==> src/rtl/multicast_fifo_fork.sv <==
// multicast_fifo_fork: one producer fans out to NumOutputs lanes, each with
// its own Depth-entry circular FIFO. A per-token destination mask selects
// which lanes receive each token. A token is accepted only when every
// selected lane has room, and it is then written to all of those lanes in
// the same cycle.
// Optional feature: define MULTICAST_FIFO_FORK_BYPASS_EN to let an empty
// lane present the incoming token combinationally, giving 0-cycle latency.
module multicast_fifo_fork #(
    parameter int Width      = 8,
    parameter int NumOutputs = 4,
    parameter int Depth      = 2
) (
    input  logic                        clk,
    input  logic                        reset,
    input  logic [Width-1:0]            din,
    input  logic [NumOutputs-1:0]       din_mask,
    input  logic                        din_valid,
    output logic                        din_bp,
    output logic [NumOutputs*Width-1:0] dout,
    output logic [NumOutputs-1:0]       dout_valid,
    input  logic [NumOutputs-1:0]       dout_bp
);
    localparam int CW = $clog2(Depth + 1);
    localparam int PW = (Depth > 1) ? $clog2(Depth) : 1;
    localparam logic [CW-1:0] FullCount = CW'(Depth);
    localparam logic [PW-1:0] LastPtr   = PW'(Depth - 1);

    logic [Width-1:0]      r_mem    [NumOutputs][Depth];
    logic [PW-1:0]         r_rd_ptr [NumOutputs];
    logic [PW-1:0]         r_wr_ptr [NumOutputs];
    logic [CW-1:0]         r_count  [NumOutputs];

    logic [NumOutputs-1:0] w_full;
    logic [NumOutputs-1:0] w_stored;
    logic [NumOutputs-1:0] w_push;
    logic [NumOutputs-1:0] w_pop;
    logic                  w_blocked;
    logic                  w_accept;

    function automatic logic [PW-1:0] ptr_inc(input logic [PW-1:0] p);
        return (p == LastPtr) ? '0 : p + PW'(1);
    endfunction

    // Per-lane status from registered state only; a same-cycle pop never frees a slot.
    always_comb begin
        w_full   = '0;
        w_stored = '0;
        for (int i = 0; i < NumOutputs; i++) begin
            w_full[i]   = (r_count[i] == FullCount);
            w_stored[i] = (r_count[i] != '0);
        end
    end

    // Acceptance depends only on mask, fullness and reset, never on dout_bp.
    assign w_blocked = |(din_mask & w_full);
    assign din_bp    = w_blocked | reset;
    assign w_accept  = din_valid & ~din_bp;

`ifdef MULTICAST_FIFO_FORK_BYPASS_EN
    logic [NumOutputs-1:0] w_byp;
    logic [NumOutputs-1:0] w_byp_take;

    // Empty selected lanes show din directly; a token taken straight through skips the FIFO.
    always_comb begin
        w_byp      = ~w_stored & din_mask & {NumOutputs{din_valid & ~reset}};
        w_byp_take = w_byp & ~dout_bp & {NumOutputs{w_accept}};
        w_push     = din_mask & {NumOutputs{w_accept}} & ~w_byp_take;
        w_pop      = w_stored & ~dout_bp;
        dout_valid = (w_stored & {NumOutputs{~reset}}) | w_byp;
        dout       = '0;
        for (int i = 0; i < NumOutputs; i++) begin
            dout[i*Width +: Width] = w_byp[i] ? din : r_mem[i][r_rd_ptr[i]];
        end
    end
`else
    // Registered-only outputs: lane head is visible whenever the lane holds a token.
    always_comb begin
        w_push     = din_mask & {NumOutputs{w_accept}};
        w_pop      = w_stored & ~dout_bp;
        dout_valid = w_stored & {NumOutputs{~reset}};
        dout       = '0;
        for (int i = 0; i < NumOutputs; i++) begin
            dout[i*Width +: Width] = r_mem[i][r_rd_ptr[i]];
        end
    end
`endif

    // Pointer and occupancy update per lane; reset discards all stored tokens.
    always_ff @(posedge clk) begin
        if (reset) begin
            for (int i = 0; i < NumOutputs; i++) begin
                r_rd_ptr[i] <= '0;
                r_wr_ptr[i] <= '0;
                r_count[i]  <= '0;
            end
        end else begin
            for (int i = 0; i < NumOutputs; i++) begin
                if (w_push[i]) r_wr_ptr[i] <= ptr_inc(r_wr_ptr[i]);
                if (w_pop[i])  r_rd_ptr[i] <= ptr_inc(r_rd_ptr[i]);
                unique case ({w_push[i], w_pop[i]})
                    2'b10:   r_count[i] <= r_count[i] + CW'(1);
                    2'b01:   r_count[i] <= r_count[i] - CW'(1);
                    default: r_count[i] <= r_count[i];
                endcase
            end
        end
    end

    // Token storage; contents need no reset because count gates visibility.
    always_ff @(posedge clk) begin
        for (int i = 0; i < NumOutputs; i++) begin
            if (w_push[i]) r_mem[i][r_wr_ptr[i]] <= din;
        end
    end
endmodule

==> config.mk <==
export PLATFORM = sky130hd
export DESIGN_NAME = multicast_fifo_fork
export DESIGN_NICKNAME = d
export VERILOG_FILES = /design/src/rtl/multicast_fifo_fork.sv
export SDC_FILE = /design/constraint.sdc
export NUM_CORES = 1
export LEC_CHECK = 0
export ABC_CLOCK_PERIOD_IN_PS = 5400
export BUFFER_PORTS_ARGS = -buffer_cell sky130_fd_sc_hd__buf_2
export CAP_MARGIN = 20
export CORE_ASPECT_RATIO = 0.75
export CORE_UTILIZATION = 60
export DETAILED_ROUTE_END_ITERATION = 8
export GPL_TIMING_DRIVEN = 0
export PLACE_DENSITY_LB_ADDON = 0.2
export SETUP_SLACK_MARGIN = 0.1
export SLEW_MARGIN = 10
export SYNTH_ARGS = -nofsm -noshare
export SYNTH_HDL_FRONTEND = slang
export SYNTH_SLANG_ARGS = --single-unit
==> constraint.sdc <==
create_clock -name clk -period 5.4 [get_ports clk]
set_clock_uncertainty 0.15 [all_clocks]
set_input_delay 0.27 -clock clk [delete_from_list [all_inputs] [get_ports clk]]
set_output_delay 0.27 -clock clk [all_outputs]
set_load 0.005 [all_outputs]
[Word level (Yosys, flattened, before mapping)]
Memories as Yosys holds them, arrays and structs flattened.
Cells that the tools add are included.
Cells by class
  eq/ne operators: 12
  reductions and logical operators: 13
  multiplexer cells: 114
  bitwise gates (word level): 37
  $add $sub $neg: 16
  magnitude comparators: 12
Operator list (count)
  two-way mux 8 bit: 16
  two-way mux 1 bit: 78
  two-way mux 16 bit: 4
  demux 8 bit (select 1 bit): 4
  two-way mux 2 bit: 12
  OR 1 bit: 21
  bitwise AND 4 bit: 4
  == test 2 bit (second input constant): 8
  greater-or-equal comparator 2 bit (second input constant): 8
  NOT 1 -> 2 bit: 8
  adder 1 bit (second input constant): 8
  adder 2 x 1 -> 2 bit (second input constant): 4
  == test 2 x 1 -> 1 bit (second input constant): 4
  less-than comparator 2 x 1 -> 1 bit (second input constant): 4
  nonzero test 2 bit: 4
  OR reduction 2 bit: 4
  subtractor 2 x 1 -> 2 bit (second input constant): 4
  logical AND 1 bit: 4
  NOT 4 bit: 1
  OR reduction 4 bit: 1
  NOT 1 bit: 2
  bitwise AND 1 bit: 1
Storage, ports and cells
  RAM bits: 80
  flip-flop bits (word level): 0
  memories: 4
  logic and storage cells: 208
  input port bits: 19
  output and inout bits: 37
Memory list
  r_mem: depth 4, width 16, read ports 4, clocked after Yosys merged registers in 0, wr ports 4, line 28  | logic [Width-1:0] r_mem [NumOutputs][Depth];
  r_count: depth 4, width 2, read ports 4, clocked after Yosys merged registers in 0, wr ports 4, line 31  | logic [CW-1:0] r_count [NumOutputs];
  r_rd_ptr: depth 4, width 1, read ports 4, clocked after Yosys merged registers in 0, wr ports 4, line 29  | logic [PW-1:0] r_rd_ptr [NumOutputs];
  r_wr_ptr: depth 4, width 1, read ports 4, clocked after Yosys merged registers in 0, wr ports 4, line 30  | logic [PW-1:0] r_wr_ptr [NumOutputs];

[Longest topological paths before layout]
  depth in word-level cells: 14
  gate-level depth with buffers: 10
  mapped depth without buffers: 9

[Worst setup path before layout]
Ideal clock, no wire load.
  path type: reg-to-reg
  start point: memory r_count[3][0] in the netlist's numbering
  end point: memory r_count[0][1] in the netlist's numbering, data pin
  required time: 5.103 ns
  cell stages (with the launch flop): 9
  data arrival time: 1.864 ns
  path slack: 3.239 ns
  period minus slack after synthesis: 2.161 ns
  path through: edfxtp_1 inv_1 ha_1 nand2_1 o2111ai_1 or2_2 ha_1 or3_1 a21oi_1
RTL lines (line)
  start, declared: 31

==> qor.csv <==
stage,metric,value,unit
run_status,status,"finished, final reports clean",
die,design.die.area,6080,sq um
power_and_ir_drop,power.net_switching,0.307,mW
clock_network,clk_pin_slew,80,ps
clock_network,cts_inserted_buffers,9,
place,io_buffers,55,
timing,holdWs,72.1,ps
synth,synth_nets,261,
layout,drive_above_1_share,0.394,
synth,ys.flop_type,edfxtp_1,
power_and_ir_drop,seqPwrFrac,0.556,
synth,synth_edf_count,80,
power_and_ir_drop,p_comb_frac,0.130,
critical_path,critPathCaptureType,flip-flop,
clock_network,root_buffer,clkbuf_8,
clock_network,h-tree-depth,3,
detailed_routing,drt-wirelength-per-cell,16.1,um
critical_path,cp.arrival,2390,ps
layout,stdcell_count,382,
synth,syn_area_per_cell,14.9,sq um
power_and_ir_drop,vdd_ir_drop_max,0.199,mV
critical_path,cp.required,5220,ps
timing,rsz0062_at_grt,false,
synth,netlist_area,3460,sq um
synth,synth_warnings,0,
timing,fin_crit_sh,0.476,
critical_path,r2r-end,r_mem[3][11],
hold_path,hp-start,din[6],
synth,synthDistinctLibCells,21,
power_and_ir_drop,pwr_density_cell,323,nW/um^2
timing,hold_viol,0,
place,place.gp.congestion,0.802,
clock_network,clockBufferDepth,2,
layout,fillers,366,
synth,synthCells,232,
clock_network,insertion_delay,340,ps
timing,fmax,389,MHz
power_and_ir_drop,power.total,1.31,mW
die,top_level_ports,56,
power_and_ir_drop,switching_share,0.235,
critical_path,critical_path_class,reg2reg,
timing,final.setup.tns,0,ps
clock_network,cts_tree,built,
power_and_ir_drop,intPower,1.00,mW
die,rows,23,
synth,ys_seq_area_frac,0.694,
job,max-cap-violations,0,
critical_path,slowest_stage,nor2_1,
place,dpl.hpwl,4380,um
global_route,grt_max_degree,14,
timing,setup_viol,0,
clock_network,cts.sinks,80,
die,core_area,5440,sq um
detailed_routing,vias_per_cell,5.41,
global_route,grt-ovfl-total,0,
hold_path,hold_depth,1,
critical_path,slowest_delay,650,ps
power_and_ir_drop,clock_power_share,0.314,
detailed_routing,route.vias.total,2068,
place,dp_cells,362,
hold_path,hp-class,in2reg,
power_and_ir_drop,p_leak,1.54,nW
critical_path,path_buf_inv,1,
synth,async_reset_ff_frac,0,
critical_path,critPathMaxFanout,8,
detailed_routing,drc,0,
clock_network,cts_resized,0,
global_route,grt_first_pass_wirelength,9540,um
clock_network,hold_buffers,0,
global_route,grt_pass1_vias,2002,
timing,min_period,2570,ps
detailed_routing,wl,6160,um
die,die_h,67.8,um
clock_network,post_cts_buffers,0,
synth,synth-seq-cells,80,
global_route,grt_usage,0.219,
timing,max_slew_margin,0.284,
timing,slew_viol_final,0,
critical_path,worst_r2r_path_depth,5,
global_route,antenna_found_initial,0,
timing,tightest_slew,1070,ps
critical_path,cp_top_family,simple AND/OR/NAND/NOR gates,
critical_path,cp-start-kind,flip-flop,
detailed_routing,dr.first_iter.drc_count,111,
layout,diodes,0,
critical_path,r2r_slack,2830,ps
critical_path,crit_chain,"inv_1, ha_1, nor4bb_1, nand4_1, nor2_1",
layout,area_growth,16.7,%
detailed_routing,ant_nets,0,
detailed_routing,firstDrtPassIters,4,
hold_path,hold_end,r_mem[0][6],
layout,fin_nets,332,
die,start_util,0.637,
die,die_x,89.7,um
critical_path,r2r_start,r_count[3][0],
==> flip-flops by register name, indices dropped and copies added (netlist names) <==
signal and cells:
r_count 8, r_mem 64, r_rd_ptr 4, r_wr_ptr 4
==> how the worst max path moves through the flow <==
stage / slack, ps / start / to / cells past startpoint
floorplan: 3240 / r_count[3][0] / r_count[0][1] / 8
detailed placement: 2830 / r_count[3][0] / r_mem[2][10] / 6
finish: 2830 / r_count[3][0] / r_mem[3][11] / 5
global placement: 2870 / r_count[3][0] / r_mem[2][8] / 6
CTS: 2800 / r_count[3][0] / r_mem[2][9] / 6
global route: 2730 / r_count[3][0] / r_mem[3][11] / 5
==> cell families after synthesis <==
group / synth area share
DFF: 0.694
and+or+nand+nor: 0.108
muxes: 0.107
buffers and inverters: 0.0238
AOI/OAI and AO/OA: 0.0235
adders and majority gates: 0.0361
xor gates and xnor gates: 0.00759
==> power by group through the flow <==
| stage | logic [mW] | clock network (mW) | registers (mW) |
|---|---|---|---|
| finish | 0.170 | 0.411 | 0.727 |
| global route | 0.189 | 0.440 | 0.729 |
| CTS | 0.170 | 0.417 | 0.727 |
| detailed placement | 0.168 | 0 | 0.741 |
| global placement | 0.161 | 0 | 0.739 |
| floorplan | 0.111 | 0 | 0.737 |
==> synth_stat cells (all sizes together) (2+ instances only) <==
master  instances  area share
or2             7       0.013
nand3           3      0.0043
inv            12       0.013
mux2           33        0.11
nor2           21       0.023
nand3b          3      0.0065
o21bai          7       0.015
xnor2           3      0.0076
clkbuf          2      0.0022
ha             10       0.036
nand2b          7       0.013
buf             6      0.0087
nor3           20       0.029
edfxtp         80        0.69
nand2           6      0.0065
or3             3      0.0054
a21oi           4      0.0058
nand4           2      0.0036
==> area by class of cell <==
class | count | area [sq um] | share of cell area
inverter | 12 | 45.0 | 0.0111
clock buffer | 9 | 124 | 0.0306
buffer | 8 | 37.5 | 0.00929
clock inverter | 6 | 61.3 | 0.0152
sequential | 80 | 2400 | 0.594
timing repair buffer | 60 | 300 | 0.0743
multi-input combinational | 132 | 978 | 0.242
tap | 75 | 93.8 | 0.0232
==> cell usage in the layout, fill, tap and decap left out <==
master,instances
clkbuf_1,2
clkbuf_2,1
o21bai_1,7
inv_1,12
ha_1,10
or2_2,7
nand3_1,3
mux2_2,33
clkbuf_8,9
nor2b_1,1
nand2_1,6
or3_1,3
nand2b_1,7
nor2_1,21
clkinvlp_4,1
buf_2,65
nor4bb_1,1
xnor2_1,3
o2111ai_1,1
a21oi_1,4
clkinv_2,3
edfxtp_1,80
nand4_1,2
bufinv_16,1
nand3b_1,3
nor3_1,20
clkinv_4,1
==> per-layer routing <==
| layer | wire [um] | vias up | global-route usage |
|---|---|---|---|
| met5 | 0 | - | 0 |
| met4 | 51 | 0 | 0.0676 |
| met3 | 397 | 4 | 0.0777 |
| met2 | 2990 | 63 | 0.363 |
| met1 | 2710 | 1006 | 0.278 |
| li1 | - | 995 | - |
==> per-stage QoR <==
step                       util  area [sq um]  worst slack [ps]
after floorplan               -          3460              3240
after global placement    0.705          3830              2870
after detailed placement  0.705          3830              2830
after CTS                 0.739          4020              2800
after global routing      0.743          4040              2730
final                     0.743          4040              2830
No activity file was read; power rests on OpenSTA's default activity.
